**config.mk**
```make
export PLATFORM = sky130hd
export DESIGN_NAME = regfile_wb_arbiter
export DESIGN_NICKNAME = d
export VERILOG_FILES = /design/src/rtl/regfile_wb_arbiter.sv
export SDC_FILE = /design/constraint.sdc
export NUM_CORES = 1
export LEC_CHECK = 0
export BUFFER_PORTS_ARGS = -buffer_cell sky130_fd_sc_hd__buf_2
export CORE_ASPECT_RATIO = 0.5
export CORE_MARGIN = 3
export CORE_UTILIZATION = 45
export DETAILED_ROUTE_END_ITERATION = 10
export PLACE_DENSITY = 0.77
export SLEW_MARGIN = 20
export SYNTH_ARGS = -nofsm -noshare
export SYNTH_HDL_FRONTEND = slang
export SYNTH_SLANG_ARGS = --single-unit
export TNS_END_PERCENT = 10
```
**constraint.sdc**
```tcl
create_clock -name clk -period 2.3 [get_ports clk]
set_input_delay 0.345 -clock clk [delete_from_list [all_inputs] [get_ports clk]]
set_output_delay 0.345 -clock clk [all_outputs]
set_load 0.02 [all_outputs]
```
**src/rtl/regfile_wb_arbiter.sv**
```systemverilog
// Two-requester writeback arbiter for the 16x16 register file write port.
// Each requester owns a one-entry slot; a round-robin pointer settles contention.
module regfile_wb_arbiter #(
  parameter int DATA_W  = 16,
  parameter bit DROP_R0 = 1'b1
) (
  input  logic              clk,
  input  logic              rst,
  input  logic              a_valid,
  output logic              a_ready,
  input  logic [3:0]        a_reg,
  input  logic [DATA_W-1:0] a_data,
  input  logic              b_valid,
  output logic              b_ready,
  input  logic [3:0]        b_reg,
  input  logic [DATA_W-1:0] b_data,
  input  logic              hold,
  output logic [3:0]        DstReg,
  output logic              WriteReg,
  output logic [DATA_W-1:0] DstData,
  output logic [15:0]       reg_busy,
  output logic              grant_a,
  output logic              grant_b
);

  logic              a_vld_p1, b_vld_p1;
  logic [3:0]        a_reg_p1, b_reg_p1;
  logic [DATA_W-1:0] a_data_p1, b_data_p1;
  logic              rr_b;
  logic              a_take, b_take;

  // stage p0 -> p1: grant and accept decisions from the slot flops
  always_comb begin
    grant_a = ~hold & a_vld_p1 & (~b_vld_p1 | ~rr_b);
    grant_b = ~hold & b_vld_p1 & (~a_vld_p1 |  rr_b);
  end

  assign a_ready = ~a_vld_p1 | grant_a;
  assign b_ready = ~b_vld_p1 | grant_b;
  assign a_take  = a_valid & a_ready;
  assign b_take  = b_valid & b_ready;

  always_ff @(posedge clk or negedge rst) begin
    if (!rst) begin
      a_vld_p1 <= 1'b0;
      b_vld_p1 <= 1'b0;
      rr_b     <= 1'b0;
    end else begin
      if (a_take)       a_vld_p1 <= 1'b1;
      else if (grant_a) a_vld_p1 <= 1'b0;
      if (b_take)       b_vld_p1 <= 1'b1;
      else if (grant_b) b_vld_p1 <= 1'b0;
      // pointer only moves when both slots competed for the port
      if (grant_a && b_vld_p1)      rr_b <= 1'b1;
      else if (grant_b && a_vld_p1) rr_b <= 1'b0;
    end
  end

  always_ff @(posedge clk) begin
    if (a_take) begin
      a_reg_p1  <= a_reg;
      a_data_p1 <= a_data;
    end
    if (b_take) begin
      b_reg_p1  <= b_reg;
      b_data_p1 <= b_data;
    end
  end

  // stage p1 -> register file: drive the write port from the granted slot
  always_comb begin
    DstReg   = 4'd0;
    DstData  = '0;
    WriteReg = 1'b0;
    if (grant_a) begin
      DstReg   = a_reg_p1;
      DstData  = a_data_p1;
      WriteReg = !(DROP_R0 && (a_reg_p1 == 4'd0));
    end else if (grant_b) begin
      DstReg   = b_reg_p1;
      DstData  = b_data_p1;
      WriteReg = !(DROP_R0 && (b_reg_p1 == 4'd0));
    end
  end

  always_comb begin
    reg_busy = 16'h0000;
    if (a_vld_p1) reg_busy[a_reg_p1] = 1'b1;
    if (b_vld_p1) reg_busy[b_reg_p1] = 1'b1;
    if (DROP_R0)  reg_busy[0] = 1'b0;
  end

endmodule
```
* Word-level counts from Yosys, hierarchy flattened
Cells that the tools add are included.
** Operators by class
- Add/sub/neg operators :: 0
- $mul :: 0
- Divide/modulo/power cells :: 0
- $lt $le $gt $ge :: 4
- Equality and inequality tests :: 0
- Shifts and indexed selects :: 0
- Mux-type cells :: 18
- Bitwise operators :: 15
- Reductions and logical operators :: 11
** Operators by type and width (number)
- 16-bit 2-to-1 mux :: 4
- 16-bit bitwise OR :: 1
- 4-bit by 5-bit < comparator with 1-bit output, second input constant :: 2
- 1-bit 2-to-1 mux :: 10
- 1-bit demux with 4-bit select :: 2
- 4-bit by 1-bit >= comparator with 1-bit output, second input constant :: 2
- 4-bit logical NOT :: 2
- 4-bit 2-to-1 mux :: 2
- 1-bit AND :: 6
- 2-bit nonzero test :: 3
- 1-bit logical AND :: 4
- 1-bit NOT :: 4
- 1-bit bitwise OR :: 4
- 1-bit logical NOT :: 2
** Word-level totals
- Register bits after elaboration :: 43
- Latch bits :: 0
- RAM bits :: 0
- ROM bits :: 0
- Input bits :: 45
- Output and inout port bits :: 41
- Memories kept :: 0

* Depth between registers and ports, before layout
Gate-level depths: netlist of run 1.
- Depth after elaboration :: 7
- Gate-level depth with buffers :: 6
- Mapped depth without buffers :: 4

* Least setup slack after synthesis of run 1
OpenSTA, ideal clock, no wires.
- Path kind :: reg-to-reg
- Start :: register a_vld_p1
- End :: register b_data_p1[0], enable pin
- Setup time :: 0.402 ns
- Arrival :: 1.713 ns
- Data required time :: 1.898 ns
- Slack :: 0.185 ns
- Cell stages (with the launch flop) :: 5
- Buffers on the path :: 1
- Cells stage by stage :: dfrtp_1 > buf_6 > nand2b_2 > nand3b_2 > a21boi_1
** Between the ends
- Word-level cells in the longest chain between the ends :: 5
** Ends and longest elaborated chain
- from (decl) :: line 26 : logic a_vld_p1, b_vld_p1;
- from (signal assigned) :: line 45 : a_vld_p1 <= 1'b0;
- from (signal assigned) :: line 49 : if (a_take) a_vld_p1 <= 1'b1;
- from (signal assigned) :: line 50 : else if (grant_a) a_vld_p1 <= 1'b0;
- 1-bit NOT :: line 35 : grant_b = ~hold & b_vld_p1 & (~a_vld_p1 | rr_b);
- 1-bit bitwise OR :: line 35
- 1-bit AND :: line 35
- 1-bit bitwise OR :: line 39 : assign b_ready = ~b_vld_p1 | grant_b;
- 1-bit AND :: line 41 : assign b_take = b_valid & b_ready;
- named net b_take :: line 30 : logic a_take, b_take;
- to (signal assigned) :: line 66 : b_data_p1 <= b_data;
- to (decl) :: line 28 : logic [DATA_W-1:0] a_data_p1, b_data_p1;
The timed path passes the listed nets, and every way through them passes these cells.
A chain may end at the register's enable or synchronous reset.

* Worst setup path after layout of run 1
- Start :: register a_vld_p1
- End :: output port DstReg[2]
** Between the ends
- Word-level cells in the longest chain between the ends :: 5
- Elaborated cells between the ends (all ways) :: 7
** Ends and longest elaborated chain
- 1-bit NOT :: line 35
- 1-bit bitwise OR :: line 35
- 1-bit AND :: line 35
- 4-bit 2-to-1 mux :: line 79 : end else if (grant_b) begin
- 4-bit 2-to-1 mux * :: line 75 : if (grant_a) begin
- to (decl) :: line 18 : output logic [3:0] DstReg,
Mark *: on every way between the ends. The rest lies on a longest branch, timed or not.

==> impl_results.md, run 1 <==
* Largest net degree at the start of global routing at 21
* Data required time at the worst endpoint at between 1.5 and 2 ns
* Proportion of layout cells with a drive suffix above 1 at 0.493
* Max Fanout on Critical Path at 20
* Slowest stage delay, CP at around 0.5 ns
* Final instance area at roughly 2400 sq um
* Critical path class: reg -> out
* Routed WL per cell at roughly 15 microns
* Initial Utilization at 0.503
* # H-tree levels at 2
* Vias in the first global route at ~1,400
* Post-Syn Nets at about 170
* Leak pwr at between 1 and 1.5 nW
* Buffers on Ports at 84
* VDD IR max at approximately 0.45 mV
* PD cells at just over 1000 nW/um^2
* Status: completed
* Die X at 96.9 microns
* Class of the worst hold path: in -> reg
* Routed via count at ~1,400
* Fin crit share at 0.946
* Fin worst setup slack at about 0.12 ns
* Setup violations, final at 0
* Setup tns final at 0 ns
* Initial antenna violation count at 0
* # nets final at around 260
* Minimum clock period at between 2 and 2.5 ns
* # IOs at 86
* Max cap viols at 0
* Cell count after synthesis at around 130
* HPWL Detailed at around 2900 microns
* R2r worst-path depth at 4
* Detail-routed via count per cell at around 5.3
* DR iter-0 viols at 73
* Distinct cell type count of the synthesized netlist at 29
* Routed Antenna Nets at 0
* Drt total wl at between 4000 and 5000 microns
* Most frequent cells in the layout: buf_2 (84), edfxtp_1 (40), a22o_1 (19), o22ai_1 (14)
* Synthesis-to-finish area growth at 29.4%
* CTS root buf: clkbuf_8
* Row count at 15
* Worst EP arrival at around 1.8 ns
* Grt total ovfl at 0
* Hold Fails Final Rpt at 0
* Post-Syn Area at between 1500 and 2000 sq um
* Number of diodes at 0
* Ys async rst share at 0.0698
* Fill cells at ~300
* Skew final at slightly below 0.01 ns
* Clk sinks at between 40 and 50
* Pre-Repair DR Iteration Count at 4
* Post-synthesis sequential area ratio at 0.687
* Chip Height at 51.4 microns
* Number of synthesis warnings at 0
* Post-route DRC at 0
* Mean Syn Cell Area at between 10 and 15 sq um
* Worst skew pair latency at 0.29 ns
* Setup bufs post-CTS at 0
* Tot Pwr at 2.45 mW
* EDFF count, synth at 40
* Main synth FF type: edfxtp_1
* Clk slew on worst S/H paths at ~0.090 ns
* Fmax at about 460 MHz
* Gpl congestion at about 0.9
* Placed Area at 2300 sq um
* Commonest non-fill, non-tap cell in the layout: buf_2
* Core ar. at 3700 sq um
* CTS Buf Count at 5
* Clock Tree Buf Depth at 2
* RSZ-0062 raised after global routing: no
* Hold path cells at 1
* Worst path cell trace: nor2b_4 > nand2_4 > clkinv_2 > a22o_1 > buf_2
* Worst Setup Start Kind: flop
* Slew Limit Fails at 0
* Slowest stage cell, crit path: dfrtp_1
* TritonCTS clock tree: done
* Overall Global Routing Usage at 0.165
* CP Capture Type: primary output
* DIE AREA at ~5000 sq um
* DP Worst Slack at 0.423 ns
* First-pass GRT wire length at between 6000 and 7000 microns
* Yosys reg bits at between 40 and 50
-- layout make-up --
type	instances	area [sq um]	share of cell area
Clock inverter	3	23.8	0.00989
Clock buffer	5	68.8	0.0286
Tap cell	51	63.8	0.0265
Sequential cell	43	1280	0.531
Inverter	3	12.5	0.00520
Timing Repair Buffer	87	445	0.185
Multi-Input combinational cell	72	513	0.213
-- repair_timing --
action / in CTS / in global routing
endpoints found under the setup margin: 0 / 3
resized for setup: 0 / 2
hold buffers: 1 / 0
endpoints found under the hold margin: 3 / 0
-- cells in the mapped netlist, drive strengths merged (2+ instances only) --
cell type | number | share of area
a22o | 19 | 0.090
o32ai | 2 | 0.0094
nand3 | 6 | 0.016
dfrtp | 3 | 0.040
a21boi | 2 | 0.0081
o22ai | 14 | 0.047
inv | 3 | 0.0061
buf | 8 | 0.033
nand3b | 4 | 0.018
or2 | 2 | 0.0067
nand2 | 7 | 0.018
nand2b | 5 | 0.018
edfxtp | 40 | 0.65
a21o | 2 | 0.0081
nor3 | 2 | 0.0054
-- metal layers --
| layer | share of wire | vias to the layer above | GRT usage |
|---|---|---|---|
| li1 | - | 676 | - |
| met1 | 0.40 | 669 | 0.191 |
| met2 | 0.53 | 61 | 0.300 |
| met3 | 0.062 | 4 | 0.0436 |
| met4 | 0.0084 | 0 | 0.0606 |
| met5 | 0 | - | 0 |
-- power breakdown --
| group | switching (mW) | internal (mW) |
|---|---|---|
| clock network | 0.264 | 0.217 |
| logic | 0.563 | 0.320 |
| registers | 0.0814 | 1.00 |
-- kinds of logic after synthesis --
logic type	synth area share
buffers and inverters	0.0411
AND/OR/NAND/NOR	0.100
XOR/XNOR	0.00471
AO/OA/AOI/OAI	0.165
flip-flops	0.687
other	0.00202
-- worst max-delay path: cells and delay by family (launching register included) --
family                 cells  cell delay [ns]
DFF                        1             0.50
buffers and inverters      2             0.42
AOI/OAI and AO/OA          1             0.33
and+or+nand+nor            2             0.28
-- per-stage QoR --
stage / util / std cells / hold slack [ns]
2_1_floorplan: - / 127 / 0.0494
3_3_place_gp: 0.622 / 255 / 0.145
3_5_place_dp: 0.622 / 255 / 0.146
4_1_cts: 0.650 / 264 / 0.211
5_1_grt: 0.650 / 264 / 0.202
6_report: 0.650 / 264 / 0.223
-- flip-flops by register name, summed over array words and instances (netlist names) --
name	flops
b_vld_p1	1
rr_b	1
a_data_p1	16
a_vld_p1	1
a_reg_p1	4
b_reg_p1	4
b_data_p1	16
-- worst paths after layout --
kind	startpoint	end	slack, ns
max	a_vld_p1	DstReg[2]	0.12
min	a_reg[2]	a_reg_p1[2]	0.22
max reg2reg	a_vld_p1	a_data_p1[14]	0.68
min reg2reg	rr_b	rr_b	0.53
max in group asynchronous	rst	b_vld_p1	1.79
min in group asynchronous	rst	a_vld_p1	0.39
No activity file was read; power rests on OpenSTA's default activity.
==> run 2: changes to the inputs <==
Settings changed: PLACE_DENSITY 0.77 to 0.85.
==> run 2 against run 1 <==
Critical endpoint unchanged. Routed wire length increased by 3.6%. Die area did not move. Highest routed layer unchanged. Global-route usage increased by 1.1 points. Clock skew is 0.0054 ns lower. Sequential share of layout area up 0.20 points.
==> impl_results.md, run 2 (synthesis gave the netlist of run 1 again) <==
* Int Pwr at 1.53 mW (-0.75%)
* Proportion of layout cells with a drive suffix above 1 at 0.479 (-0.0141)
* Hold Path Sink: b_data_p1[7]
* DR iter-0 viols at 89 (+22%)
* Commonest non-fill, non-tap cell in the layout: buf_2
* Worst path cell trace: nor2b_4 > nand2_4 > inv_2 > a22o_1 > buf_2
* Data required time at the worst endpoint at 1.96 ns (about the same)
* DIE AREA at 4980 sq um (unchanged)
* Hold Fails Final Rpt at 0 (unchanged)
* Largest regs: a_data_p1 (16), b_data_p1 (16)
* Worst skew pair latency at 0.29 ns (about the same)
* Setup tns final at 0 ns (unchanged)
* Max Fanout on Critical Path at 20 (unchanged)
* Fin crit share at 0.933 (-0.0131)
* Class of the worst hold path: in -> reg
* Worst Setup Start Kind: flop
* Setup bufs post-CTS at 0 (unchanged)
* Overall Global Routing Usage at 0.176 (+0.0112)
* # nets final at 257 (unchanged)
* Routed via count at 1,413 (+0.21%)
* Clk sinks at 43 (unchanged)
* Initial Utilization at 0.503 (unchanged)
* Row count at 15 (unchanged)
* Gpl congestion at 0.881 (-2.2%)
* R2R Setup Slk at 0.69 ns (about the same)
* Clock Tree Buf Depth at 2 (unchanged)
* Leak pwr at 1.04 nW (about the same)
* Largest net degree at the start of global routing at 21 (unchanged)
* CTS root buf: clkbuf_8
* Max cap viols at 0 (unchanged)
* First-pass GRT wire length at 6910 microns (+5.8%)
* Worst EP arrival at 1.80 ns (-0.03 ns)
* Worst r2r src: a_vld_p1
* Drt total wl at 4170 microns (+3.6%)
* Worst flop-to-flop path endpoint: a_data_p1[5]
* Skew final at 0.00420 ns (-0.00544 ns)
* VDD IR max at 0.497 mV (+10%)
* Worst hold slack at 0.227 ns (+0.00447 ns)
* Minimum clock period at 2.15 ns (-0.0301 ns)
* HPWL Detailed at 3060 microns (+5.8%)
* RSZ-0062 raised after global routing: no
* Die X at 96.9 microns (unchanged)
* Buffers on Ports at 84 (unchanged)
* Grt total ovfl at 0 (unchanged)
* Slowest stage cell, crit path: dfrtp_1
* TritonCTS clock tree: done
* # H-tree levels at 2 (unchanged)
* Gate power share at 0.366 (+0.005)
* Setup violations, final at 0 (unchanged)
* Number of diodes at 0 (unchanged)
* Post-route DRC at 0 (unchanged)
* Final cell count without fillers at 264 (unchanged)
* Synthesis-to-finish area growth at 28.8%
* Clk slew on worst S/H paths at 0.08 ns (about the same)
* Fmax at 466 MHz (+1.4%)
* Initial antenna violation count at 0 (unchanged)
* Fin util at 0.647 (-0.00305)
* Detail-routed via count per cell at 5.35 (+0.21%)
* Post-placement cell count at 255 (unchanged)
* Vias in the first global route at 1,420 (+1.0%)
* Fill cells at 283 (-4.4%)
* Most frequent cells in the layout: buf_2 (84), edfxtp_1 (40), a22o_1 (19), o22ai_1 (14)
* Worst hold start: b_data[7]
* Core ar. at 3700 sq um (unchanged)
* Clock share of power at 0.185 (-0.011)
* CTS resizes at 0 (unchanged)
* Sw Ratio at 0.367 (-0.00434)
* Slew Limit Fails at 0 (unchanged)
* CTS Buf Count at 5 (unchanged)
* Chip Height at 51.4 microns (unchanged)
* Multi-input logic area at 513 sq um (unchanged)
* Seq pwr share at 0.449 (+0.006)
* Sequential cell area at 1280 sq um (about the same)
* Net switching power at 0.885 mW (-2.6%)
* Critical path class: reg -> out
* PD cells at 1010 nW/um^2 (-0.97%)
* Pre-Repair DR Iteration Count at 4 (unchanged)
* Slowest stage delay, CP at 0.53 ns (+0.03 ns)
* Status: completed
* R2r worst-path depth at 4 (unchanged)
* # IOs at 86 (unchanged)
* Routed Antenna Nets at 0 (unchanged)
* Routed WL per cell at 15.8 microns (+3.6%)
* CP Capture Type: primary output
* Hold path cells at 1 (unchanged)
==> run 2: what timing repair did <==
item                       4_1_cts  5_1_grt
hold endpoints to repair         3        0
hold buffers                     1        0
setup endpoints to repair        0        0
==> run 2: worst max-delay path by stage <==
stage,from,to,slack (ns),cells past startpoint
after floorplan,a_vld_p1,b_data_p1[0],0.19,4
after global placement,a_vld_p1,DstData[8],0.49,5
after detailed placement,a_vld_p1,DstReg[2],0.47,5
after CTS,a_vld_p1,DstReg[2],0.14,5
after global routing,a_vld_p1,DstData[8],0.02,5
final,a_vld_p1,DstReg[2],0.15,5
==> run 2: worst max-delay path, delay by kind of cell (launching register included) <==
kind | cells | cell delay (ns)
AND/OR/NAND/NOR | 2 | 0.33
AO/OA/AOI/OAI | 1 | 0.21
flip-flops | 1 | 0.53
buffers and inverters | 2 | 0.44
==> run 2: power groups by stage <==
stage	clock network (mW)	registers (mW)	logic (mW)
6_report	0.445	1.08	0.884
5_1_grt	0.503	1.10	0.952
4_1_cts	0.458	1.08	0.891
3_5_place_dp	0	1.10	0.886
3_3_place_gp	0	1.09	0.876
2_1_floorplan	0	1.06	0.658
==> run 2: metal layers <==
| layer | track usage | routed length [microns] | vias to the layer above |
|---|---|---|---|
| met5 | 0 | 0 | - |
| met4 | 0.0559 | 38 | 0 |
| met3 | 0.0463 | 255 | 5 |
| met2 | 0.307 | 2150 | 56 |
| met1 | 0.218 | 1720 | 682 |
| li1 | - | - | 670 |
==> run 2: metrics by stage <==
stage,setup WS (ns),area [sq um],power [mW]
2_1_floorplan,0.185,1860,1.72
3_3_place_gp,0.487,2300,1.97
3_5_place_dp,0.470,2300,1.99
4_1_cts,0.136,2390,2.43
5_1_grt,0.0158,2390,2.55
6_report,0.155,2390,2.41
==> run 2: cell type report <==
class / instances / share of cell area
Multi-Input combinational cell: 72 / 0.214
Inverter: 3 / 0.00470
Timing Repair Buffer: 87 / 0.186
Sequential cell: 43 / 0.533
Clock inverter: 3 / 0.00627
Tap cell: 51 / 0.0267
Clock buffer: 5 / 0.0288
